==> src/rtl/div_unit_pkg.sv <==
// Shared types and encodings for the iterative divider
// and its issue/write-back neighbours.
package div_unit_pkg;

  localparam int REG_WIDTH = 5;

  localparam logic [1:0] DIV_OP_DIV  = 2'b00;
  localparam logic [1:0] DIV_OP_DIVU = 2'b01;
  localparam logic [1:0] DIV_OP_REM  = 2'b10;
  localparam logic [1:0] DIV_OP_REMU = 2'b11;

  typedef struct packed {
    logic [1:0]           div_control;
    logic [REG_WIDTH-1:0] rd;
    logic [31:0]          rs1;
    logic [31:0]          rs2;
  } ix_div_inf_t;

  typedef struct packed {
    logic [REG_WIDTH-1:0] rd;
    logic [31:0]          result;
  } div_wb_inf_t;

endpackage

==> src/rtl/div_unit.sv <==
// Radix-2 restoring divider, one quotient bit per cycle.
// Div-by-zero and signed overflow bypass the iteration.
import div_unit_pkg::*;

module div_unit #(
  parameter int DIV_WIDTH = 32
) (
  input  logic        clk,
  input  logic        rst,
  input  logic        ix_div_valid,
  input  ix_div_inf_t ix_div_inf,
  input  logic        wb_do_branch,
  output logic        div_ix_done,
  output logic        div_wb_valid,
  output div_wb_inf_t div_wb_inf
);

  localparam int W  = DIV_WIDTH;
  localparam int CW = $clog2(DIV_WIDTH);

  typedef enum logic [1:0] {
    S_IDLE,
    S_CALC,
    S_DONE
  } state_e;

  state_e               state_q, state_d;
  logic [CW-1:0]        count_q, count_d;
  logic [W-1:0]         dvd_q, dvd_d;
  logic [W-1:0]         dvs_q, dvs_d;
  logic [W-1:0]         rem_q, rem_d;
  logic [W-1:0]         quot_q, quot_d;
  logic [REG_WIDTH-1:0] rd_q, rd_d;
  logic                 is_rem_q, is_rem_d;
  logic                 q_neg_q, q_neg_d;
  logic                 r_neg_q, r_neg_d;
  logic                 pulse_q, pulse_d;
  div_wb_inf_t          wb_q, wb_d;

  logic         op_signed;
  logic         op_rem;
  logic [31:0]  a_raw;
  logic [31:0]  b_raw;
  logic [W-1:0] a_mag;
  logic [W-1:0] b_mag;
  logic         div_zero;
  logic         ovf;

  assign op_signed = ~ix_div_inf.div_control[0];
  assign op_rem    = ix_div_inf.div_control[1];
  assign a_raw     = ix_div_inf.rs1;
  assign b_raw     = ix_div_inf.rs2;
  assign a_mag     = (op_signed && a_raw[31]) ? -a_raw : a_raw;
  assign b_mag     = (op_signed && b_raw[31]) ? -b_raw : b_raw;
  assign div_zero  = (b_raw == '0);
  assign ovf       = op_signed
                   && (a_raw == 32'h8000_0000)
                   && (b_raw == 32'hFFFF_FFFF);

  // One restoring step: trial-subtract on a W+1 bit window
  logic [W:0]   rem_sh;
  logic [W:0]   diff;
  logic         qbit;
  logic [W-1:0] rem_nx;
  logic [W-1:0] quot_nx;
  logic [W-1:0] q_fin;
  logic [W-1:0] r_fin;

  assign rem_sh  = {rem_q, dvd_q[W-1]};
  assign diff    = rem_sh - {1'b0, dvs_q};
  assign qbit    = ~diff[W];
  assign rem_nx  = qbit ? diff[W-1:0] : rem_sh[W-1:0];
  assign quot_nx = {quot_q[W-2:0], qbit};
  assign q_fin   = q_neg_q ? -quot_nx : quot_nx;
  assign r_fin   = r_neg_q ? -rem_nx : rem_nx;

  always_comb begin
    state_d  = state_q;
    count_d  = count_q;
    dvd_d    = dvd_q;
    dvs_d    = dvs_q;
    rem_d    = rem_q;
    quot_d   = quot_q;
    rd_d     = rd_q;
    is_rem_d = is_rem_q;
    q_neg_d  = q_neg_q;
    r_neg_d  = r_neg_q;
    pulse_d  = 1'b0;
    wb_d     = wb_q;
    unique case (state_q)
      S_IDLE: begin
        if (ix_div_valid && !wb_do_branch) begin
          rd_d     = ix_div_inf.rd;
          is_rem_d = op_rem;
          q_neg_d  = op_signed & (a_raw[31] ^ b_raw[31]);
          r_neg_d  = op_signed & a_raw[31];
          dvd_d    = a_mag;
          dvs_d    = b_mag;
          rem_d    = '0;
          quot_d   = '0;
          count_d  = CW'(W - 1);
          if (div_zero) begin
            wb_d.rd     = ix_div_inf.rd;
            wb_d.result = op_rem ? a_raw : 32'hFFFF_FFFF;
            pulse_d     = 1'b1;
            state_d     = S_DONE;
          end else if (ovf) begin
            wb_d.rd     = ix_div_inf.rd;
            wb_d.result = op_rem ? 32'h0 : 32'h8000_0000;
            pulse_d     = 1'b1;
            state_d     = S_DONE;
          end else begin
            state_d = S_CALC;
          end
        end
      end
      S_CALC: begin
        if (wb_do_branch) begin
          state_d = S_IDLE;
        end else begin
          dvd_d   = {dvd_q[W-2:0], 1'b0};
          rem_d   = rem_nx;
          quot_d  = quot_nx;
          count_d = count_q - 1'b1;
          if (count_q == '0) begin
            count_d     = '0;
            wb_d.rd     = rd_q;
            wb_d.result = is_rem_q ? r_fin : q_fin;
            pulse_d     = 1'b1;
            state_d     = S_DONE;
          end
        end
      end
      S_DONE: begin
        state_d = S_IDLE;
      end
      default: begin
        state_d = S_IDLE;
      end
    endcase
  end

  always_ff @(posedge clk) begin
    if (rst) begin
      state_q  <= S_IDLE;
      count_q  <= '0;
      dvd_q    <= '0;
      dvs_q    <= '0;
      rem_q    <= '0;
      quot_q   <= '0;
      rd_q     <= '0;
      is_rem_q <= 1'b0;
      q_neg_q  <= 1'b0;
      r_neg_q  <= 1'b0;
      pulse_q  <= 1'b0;
      wb_q     <= '0;
    end else begin
      state_q  <= state_d;
      count_q  <= count_d;
      dvd_q    <= dvd_d;
      dvs_q    <= dvs_d;
      rem_q    <= rem_d;
      quot_q   <= quot_d;
      rd_q     <= rd_d;
      is_rem_q <= is_rem_d;
      q_neg_q  <= q_neg_d;
      r_neg_q  <= r_neg_d;
      pulse_q  <= pulse_d;
      wb_q     <= wb_d;
    end
  end

  // A flush or reset landing in DONE must still kill the pulse
  assign div_wb_valid = pulse_q & ~wb_do_branch & ~rst;
  assign div_ix_done  = pulse_q & ~wb_do_branch & ~rst;
  assign div_wb_inf   = wb_q;

endmodule

==> config.mk <==
export PLATFORM = sky130hd
export DESIGN_NAME = div_unit
export DESIGN_NICKNAME = d
export VERILOG_FILES = /design/src/rtl/div_unit_pkg.sv /design/src/rtl/div_unit.sv
export SDC_FILE = /design/constraint.sdc
export NUM_CORES = 1
export LEC_CHECK = 0
export ABC_AREA = 1
export BUFFER_PORTS_ARGS = -buffer_cell sky130_fd_sc_hd__clkbuf_2
export CORE_MARGIN = 3
export CORE_UTILIZATION = 55
export DETAILED_ROUTE_END_ITERATION = 10
export GPL_TIMING_DRIVEN = 1
export MAX_ROUTING_LAYER = met4
export PLACE_DENSITY_LB_ADDON = 0.12
export SYNTH_ARGS = -nofsm -noshare
export SYNTH_HDL_FRONTEND = slang
export SYNTH_SLANG_ARGS = --single-unit
==> constraint.sdc <==
create_clock -name clk -period 6.8 [get_ports clk]
set_input_delay 1.36 -clock clk [delete_from_list [all_inputs] [get_ports clk]]
set_output_delay 1.36 -clock clk [all_outputs]
set_load 0.005 [all_outputs]
### Word level (Yosys, flattened, before mapping)

Cells that the tools add are included.

| cells by class | value |
|---|---|
| $add $sub $neg | 6 |
| $mul | 0 |
| divide/modulo/power cells | 0 |
| order comparisons | 0 |
| equal/unequal tests | 8 |
| shift operators | 0 |
| mux-type cells | 38 |
| bitwise logic cells | 9 |
| reductions and logical operators | 14 |

Operators with widths:

| kind | number |
|---|---|
| 32-bit two-way mux | 12 |
| 37-bit two-way mux | 5 |
| 32-bit negator | 4 |
| 32-bit case mux with 2 select lines | 2 |
| 37-bit case mux with 2 select lines | 1 |
| 32-bit == test, second input constant | 2 |
| 31-bit case mux with 2 select lines | 1 |
| 33-bit by 32-bit subtractor with 33-bit output | 1 |
| 32-bit logical NOT | 1 |
| 31-bit two-way mux | 1 |
| 5-bit two-way mux | 3 |
| 2-bit two-way mux | 5 |
| 5-bit case mux with 2 select lines | 1 |
| 2-bit inequality test, second input constant | 3 |
| 3-bit inequality test, second input constant | 2 |
| 1-bit logical AND | 5 |
| 5-bit logical NOT | 1 |
| 1-bit two-way mux | 5 |
| 5-bit AND reduction | 1 |
| 5-bit by 1-bit subtractor with 5-bit output, second input constant | 1 |
| 1-bit AND | 4 |
| 1-bit inverter | 4 |
| 2-bit case mux with 2 select lines | 1 |
| 2-bit AND reduction | 2 |
| other kinds (7) | 7 |

| storage, ports and cells | value |
|---|---|
| register bits | 180 |
| latch bits | 0 |
| memory bits (writable) | 0 |
| bits in read-only memories | 0 |
| input port bits | 75 |
| memories kept | 0 |

### Longest topological paths before layout

Gate-level depths: netlist of run 1.

| depth | value |
|---|---|
| depth after elaboration | 8 |
| depth in mapped cells | 36 |
| gate-level depth less buffers | 34 |

### Least setup slack after synthesis of run 1

OpenSTA, ideal clock, no wires.

| timing path | value |
|---|---|
| path type | register to register |
| start point | register dvd_q[31] |
| end point | register wb_q, in the netlist div_wb_inf[30] |
| setup time | 132 ps |
| arrival | 3993 ps |
| required time | 6668 ps |
| path slack | 2675 ps |
| cell stages (with the launch flop) | 36 |
| buffers on the path | 2 |
| cells stage by stage | dfxtp_1 -> inv_1 -> ha_1 -> inv_1 -> fa_1 -> nand2_1 -> nand2_1 -> nand3_1 -> nand2_2 -> nand2_1 -> nand2_2 -> nand2_4 -> nand3_2 -> nand2_4 -> buf_6 -> buf_4 -> ha_1 -> inv_1 -> nor3_1 -> inv_1 -> nor2_1 -> nand3_1 -> nor3_1 -> nand2_1 -> nand2_1 -> inv_1 -> nor2_1 -> o21ai_0 -> nor2_1 -> o21ai_0 -> o21ai_0 -> a21oi_1 -> nor2_1 -> nand2_1 -> nand2_1 -> a21oi_1 |

| between the ends | value |
|---|---|
| longest elaborated chain between the ends | 8 |
| elaborated cells between the ends (all ways) | 11 |
| those cells by class | 3 x add/sub; 7 x mux; 1 x bitwise |

RTL lines:

| item | RTL line | RTL |
|---|---|---|
| start: declaration | div_unit.sv:29 | `logic [W-1:0] dvd_q, dvd_d;` |
| start signal: assignment | div_unit.sv:160 | `dvd_q <= dvd_d;` |
| 33-bit by 32-bit subtractor with 33-bit output | div_unit.sv:70 | `assign diff = rem_sh - {1'b0, dvs_q};` |
| 32-bit two-way mux or 1-bit inverter (tied branches) | div_unit.sv:72, div_unit.sv:71 |  |
| 32-bit negator (on tied branches) | div_unit.sv:75, div_unit.sv:74 |  |
| 32-bit two-way mux (on tied branches) | div_unit.sv:75, div_unit.sv:74 |  |
| 32-bit two-way mux * | div_unit.sv:128 | `wb_d.result = is_rem_q ? r_fin : q_fin;` |
| 37-bit two-way mux * | div_unit.sv:125 | `if (count_q == '0) begin` |
| 37-bit two-way mux * | div_unit.sv:118 | `if (wb_do_branch) begin` |
| 37-bit case mux with 2 select lines * | div_unit.sv:90 | `unique case (state_q)` |
| end signal: assignment | div_unit.sv:169 | `wb_q <= wb_d;` |
| end: declaration | div_unit.sv:38 | `div_wb_inf_t wb_q, wb_d;` |

Every way passes the cells marked *; elsewhere a longest branch is shown, timed or not. The select of a mux whose other input is x is not followed.
A chain may end at the register's enable or synchronous reset.

### Worst setup path after layout of run 1

Same ends and word-level chain as after synthesis.

==> results of run 1 <==
## stage by stage
stage | instance area (um2) | utilization, % | setup WS [ns] | total power, W | hold WS (ns)
global route | 15260 | 61.66 | 1.125 | 0.003138 | 0.4811
global placement | 14660 | 59.23 | 2.063 | 0.001961 | 0.4469
CTS | 15260 | 61.65 | 1.867 | 0.002975 | 0.4604
detailed placement | 14660 | 59.23 | 1.966 | 0.001971 | 0.4550
floorplan | 14060 | - | 2.675 | 0.001737 | 0.4367
finish | 15260 | 61.66 | 1.786 | 0.002988 | 0.4661
## power groups by stage
stage                     clock [W]  combinational [W]  sequential (W)
after global routing        0.00107           0.000944         0.00113
after CTS                   0.00102           0.000828         0.00112
final                       0.00102           0.000845         0.00112
after global placement            0           0.000814         0.00115
after floorplan                   0           0.000596         0.00114
after detailed placement          0           0.000824         0.00115
## final cells by class
type	count	area [um2]	share of cell area (%)
sequential	180	3603	23.62
clock buffer	18	439.2	2.878
tap	324	405.4	2.657
antenna	1	2.502	0.01640
clock inverter	14	158.9	1.041
inverter	289	1085	7.109
timing repair buffer	127	673.1	4.412
multi-input combinational	1818	8891	58.27
## metal layers
metal / vias to the layer above / part of all wire (%)
met2: 617 / 44
li1: 7821 / -
met4: 0 / 2.8
met1: 7077 / 45
met3: 76 / 8.0
met5: - / 0
## flip-flops by register name, indices dropped and copies added, names as in the netlist
register / flops
is_rem_q: 1
pulse_q: 1
quot_q: 31
div_wb_inf: 37
count_q: 5
dvd_q: 32
r_neg_q: 1
dvs_q: 32
rem_q: 32
state_q: 2
rd_q: 5
q_neg_q: 1
## worst max-delay path by stage
stage	from	endpoint	slack [ns]
global placement	dvd_q[31]$_SDFFE_PP0P_	div_wb_inf[30]$_SDFFE_PP0P_	2.06
finish	dvd_q[31]$_SDFFE_PP0P_	div_wb_inf[30]$_SDFFE_PP0P_	1.79
CTS	dvd_q[31]$_SDFFE_PP0P_	div_wb_inf[30]$_SDFFE_PP0P_	1.87
global route	dvd_q[31]$_SDFFE_PP0P_	div_wb_inf[30]$_SDFFE_PP0P_	1.13
floorplan	dvd_q[31]$_SDFFE_PP0P_	div_wb_inf[30]$_SDFFE_PP0P_	2.67
detailed placement	dvd_q[31]$_SDFFE_PP0P_	div_wb_inf[30]$_SDFFE_PP0P_	1.97
## worst max-delay path, delay by kind of cell (launching register included)
family,cells,cell delay (ns)
simple gates,20,2.84
fa+ha+maj,3,0.80
compound gates,5,0.54
buf+inv,5,0.36
flops,1,0.33
## logic make-up after synthesis
family | synth area share [%]
flip-flops | 25.62
XOR/XNOR | 3.363
buffers and inverters | 11.34
adder cells (fa/ha/maj) | 3.523
AND/OR/NAND/NOR | 37.19
multiplexers | 0.07117
AO/OA/AOI/OAI | 18.89
## synthesized netlist by cell type (all sizes together), types with 5 or more instances
cell type / number / area (um2)
o221ai: 26 / 227.7
o21ai: 158 / 809.5
buf: 25 / 191.4
a221oi: 7 / 61.31
nor4: 9 / 56.30
or2: 7 / 43.80
xnor2: 19 / 166.4
nor2: 249 / 959.7
nor3: 40 / 221.5
nand3b: 5 / 37.54
nand2: 773 / 3024
ha: 38 / 475.5
a31oi: 15 / 93.84
nand3: 136 / 708.2
dfxtp: 180 / 3603
inv: 286 / 1074
o211ai: 21 / 157.7
xor2: 35 / 306.5
nand4: 24 / 150.1
clkbuf: 85 / 319.1
a21oi: 235 / 1191
==> results.toml, run 1 <==
[power_and_ir_drop]
cellInternalPower_w = 0.001855
p_sw_w = 0.001132
swShare_pct = 37.90
seqPwrFrac_pct = 37.6
p_per_area_mw_per_mm2 = 195.8
pwr-share-comb_pct = 28.3
p_leak_nw = 7.534
vdd_drop_max_uv = 137.7
power.share.clock_pct = 34.1

[worst_setup_path]
crit_path_frequent_cell = "nand2_1"
r2r_end = "div_wb_inf[30]$_SDFFE_PP0P_"
start_kind = "register"
rr_startpoint = "dvd_q[31]$_SDFFE_PP0P_"
r2r_slack_ns = 1.79
crit_arrival_ns = 5.32
critPathSlowestCell = "nand2_4"
cp_slowest_stage_delay_ns = 0.43
crit_required_ns = 7.11
r2r_cells = 33
worst-path-max-fanout = 44
endpoint_kind = "register"
worstSetupPathType = "reg -> reg"

[route]
drt_pass1_iterations = 7
post-route-drc-count = 0
via_count = 15590
ant_nets = 0
wl_per_cell_um = 16.66
drtIter0Drc = 1499
wl_um = 46160
avgViaCountPerCell = 5.626

[layout]
areaGrowthSynthToFinish_pct = 8.487
drive_gt1_share_pct = 9.158
mostFrequentLayoutCell = "nand2_1"
fin_cells = 2771
mostFrequentLayoutCells = "747 x nand2_1, 281 x inv_1, 237 x nor2_1"
fillers = 2499
nNetsFinal = 2547

[clocking]
ctsResizeCount = 0
cts_tree = "yes"
clk_path_buf_depth = 2
clock_latency_ns = 0.45
cts_made_buffers = 17
post_cts_buffers = 0
hold_buffers = 0
htree_num_levels = 4
clk_pin_slew_ns = 0.08
cts.sinks = 180
ctsRootBufferMaster = "clkbuf_16"

[place]
place_congestion = 0.9842
dp.cells = 2738
io_buffers = 113
dp_hpwl_um = 34330

[hold_path]
hold-path-endpoint = "div_wb_inf[20]$_SDFFE_PP0P_"
hp-class = "reg -> reg"
hold_start = "div_wb_inf[20]$_SDFFE_PP0P_"
hold_depth = 2

[timing]
finalHoldViolations = 0
setup-tns-final_ns = 0
post-route-min-period_ns = 5.014
setup_viol_count_final = 0
max_freq_mhz = 199.4
rsz0062_at_grt = "false"
slew_violations = 0
tightest_slew_ns = 1.254
fin_crit_sh_pct = 73.73
final.setup_skew_ns = 0.01580
maxSlewHeadroom_pct = 16.28

[logic_synthesis]
synthDistinctLibCells = 55
synth_cells = 2397
synth_area_mm2 = 0.01406
syn_area_per_cell_um2 = 5.868
synth_seq_cells = 180
synth_edf_count = 0
synthFlopType = "dfxtp_1"
synthArstFlopShare_pct = 0
synth-seq-area-share_pct = 25.62
synth_nets = 2511
yosysWarnings = 0

[floorplan]
die-area_mm2 = 0.02753
die_w_um = 165.9
coreArea_mm2 = 0.02475
start_util_pct = 56.83
io_pins = 114
rows = 57
die_h_um = 165.9

[global_routing]
grt_pass1_vias = 13940
antenna_found_initial = 1
grt_max_degree = 108
met2_usage_pct = 50.49
grt_overflow = 0
grt.met1_usage_pct = 45.53
top_usage_layer = "met2"
grt_pass1_wl_um = 73180
track_usage_pct = 33.33
use_met3_pct = 5.951

[status]
run_status = "finished clean"

[run]
cap_violations = 0
(Power assumes the default switching activity.)
==> inputs of run 2 (changes only) <==
==> constraint.sdc (replaced) <==
create_clock -name clk -period 4.3 [get_ports clk]
set_input_delay 0.86 -clock clk [delete_from_list [all_inputs] [get_ports clk]]
set_output_delay 0.86 -clock clk [all_outputs]
set_load 0.005 [all_outputs]
==> run 2 against run 1 <==
Net effect:
- clock power is 58% higher
- cell count is 0.58% higher
- wire length increased by 2.2%
- highest routed layer unchanged
==> results.toml, run 2 (same netlist as run 1, synthesis figures left out) <==
[status]
run_status = "finished clean"

[worst_setup_path]
cp_slowest_stage_delay_ns = 0.36
worst-path-max-fanout = 5
endpoint_kind = "register"
crit_arrival_ns = 4.29
crit_required_ns = 4.60
critPathSlowestCell = "ha_1"
worstSetupPathType = "reg -> reg"
crit_path_frequent_cell = "nand2_1"
start_kind = "register"

[clocking]
cts_made_buffers = 17
clk_path_buf_depth = 2
hold_buffers = 0
cts.sinks = 180
clk_pin_slew_ns = 0.08
ctsRootBufferMaster = "clkbuf_16"
clock_latency_ns = 0.45
cts_tree = "yes"
htree_num_levels = 4

[floorplan]
start_util_pct = 56.83
die-area_mm2 = 0.02753
die_w_um = 165.9
io_pins = 114
coreArea_mm2 = 0.02475
die_h_um = 165.9
rows = 57

[layout]
mostFrequentLayoutCell = "nand2_1"
antenna_cells = 0
nNetsFinal = 2564
final_core_util_pct = 62.72
drive_gt1_share_pct = 10.92
largest_reg_flops = 37
mostFrequentLayoutCells = "742 x nand2_1, 278 x inv_1, 233 x a21oi_1, 233 x nor2_1, 179 x dfxtp_1"
areaGrowthSynthToFinish_pct = 10.36
fin_cells = 2787

[place]
io_buffers = 113
dp_slack_ns = 0.05919
dp_hpwl_um = 35260
place_congestion = 1.000
dp.cells = 2749

[power_and_ir_drop]
p_per_area_mw_per_mm2 = 306.6
p_leak_nw = 7.625
vdd_drop_max_uv = 248.0

[route]
avgViaCountPerCell = 5.673
ant_nets = 0
post-route-drc-count = 0
drt_pass1_iterations = 6
via_count = 15810
wl_per_cell_um = 16.93
wl_um = 47180
drtIter0Drc = 1738

[timing]
max_freq_mhz = 250.5
tightest_slew_ns = 1.132
setup_viol_count_final = 0
post-route-min-period_ns = 3.992
final.setup_skew_ns = 0.02305
setup-tns-final_ns = 0
finalHoldViolations = 0
maxSlewHeadroom_pct = 24.51
slew_violations = 0
fin_crit_sh_pct = 92.83
setup_ws_ns = 0.3083

[global_routing]
grt_max_degree = 103
antenna_found_initial = 1
track_usage_pct = 34.17
grt_overflow = 0
grt_pass1_vias = 14350
grt_pass1_wl_um = 75290

[hold_path]
hp-class = "reg -> reg"

[run]
cap_violations = 0
-- run 2: changes by cell type in the layout (fill, tap and decap cells not counted), moves of 3 or more --
cell,change
o21ai_1,+3
inv_2,+3
ha_4,+4
nand2_1,-5
inv_1,-3
ha_1,-8
ha_2,+4
inv_8,+3
nor2_1,-4
nor2_2,+3
buf_4,+16
nand2_2,+4
o21ai_0,-4
-- run 2: final cells by class --
type | count | area [um2]
fillers | 2441 | 9225
multi-input cells | 1818 | 9035
flip-flops and latches | 180 | 3605
inverters | 289 | 1085
repair buffers | 144 | 804.5
clock buffers | 17 | 425.4
well taps | 324 | 405.4
clock inverters | 15 | 162.7
-- run 2: path summary, 6_finish.rpt --
check	from	endpoint	slack, ns	depth (start not counted)
worst max-delay path	dvs_q[19]$_SDFFE_PP0P_	div_wb_inf[30]$_SDFFE_PP0P_	0.31	29
worst min-delay path	div_wb_inf[17]$_SDFFE_PP0P_	div_wb_inf[17]$_SDFFE_PP0P_	0.47	2
worst max register to register	dvs_q[19]$_SDFFE_PP0P_	div_wb_inf[30]$_SDFFE_PP0P_	0.31	29
worst min register to register	div_wb_inf[17]$_SDFFE_PP0P_	div_wb_inf[17]$_SDFFE_PP0P_	0.47	2
-- run 2: worst max-delay path, delay by kind of cell (launching register included) --
family / cells / cell delay, ns
compound gates: 7 / 0.91
fa+ha+maj: 2 / 0.53
buf+inv: 4 / 0.26
flops: 1 / 0.35
simple gates: 16 / 1.78
-- run 2: routing by layer --
metal  vias to the layer above  share of wire, %  global-route usage [%]
met3                        71               9.3                   5.261
met4                         0               2.0                   7.414
met1                      7182                44                   47.47
li1                       7856                 -                       -
met2                       703                44                   52.95
met5                         -                 0                       -
-- run 2: power by group --
part           internal (W)  leakage [nW]  total [W]  switching, W
Sequential          0.00174          1.46    0.00178     0.0000380
Clock              0.000782         0.284    0.00161      0.000824
Combinational      0.000416          5.88    0.00138      0.000960
-- run 2: repair_timing --
action,in CTS,in global routing
hold endpoints to repair,0,0
resized for setup,0,38
setup buffers,0,6
setup endpoints to repair,0,13
-- run 2: stage by stage --
| step | cell area [um2] | total power [W] | hold WS, ns |
|---|---|---|---|
| floorplan | 14060 | 0.002747 | 0.4367 |
| global placement | 14740 | 0.003117 | 0.4489 |
| detailed placement | 14740 | 0.003134 | 0.4539 |
| CTS | 15330 | 0.004718 | 0.4675 |
| global route | 15520 | 0.005012 | 0.4887 |
| finish | 15520 | 0.004759 | 0.4660 |
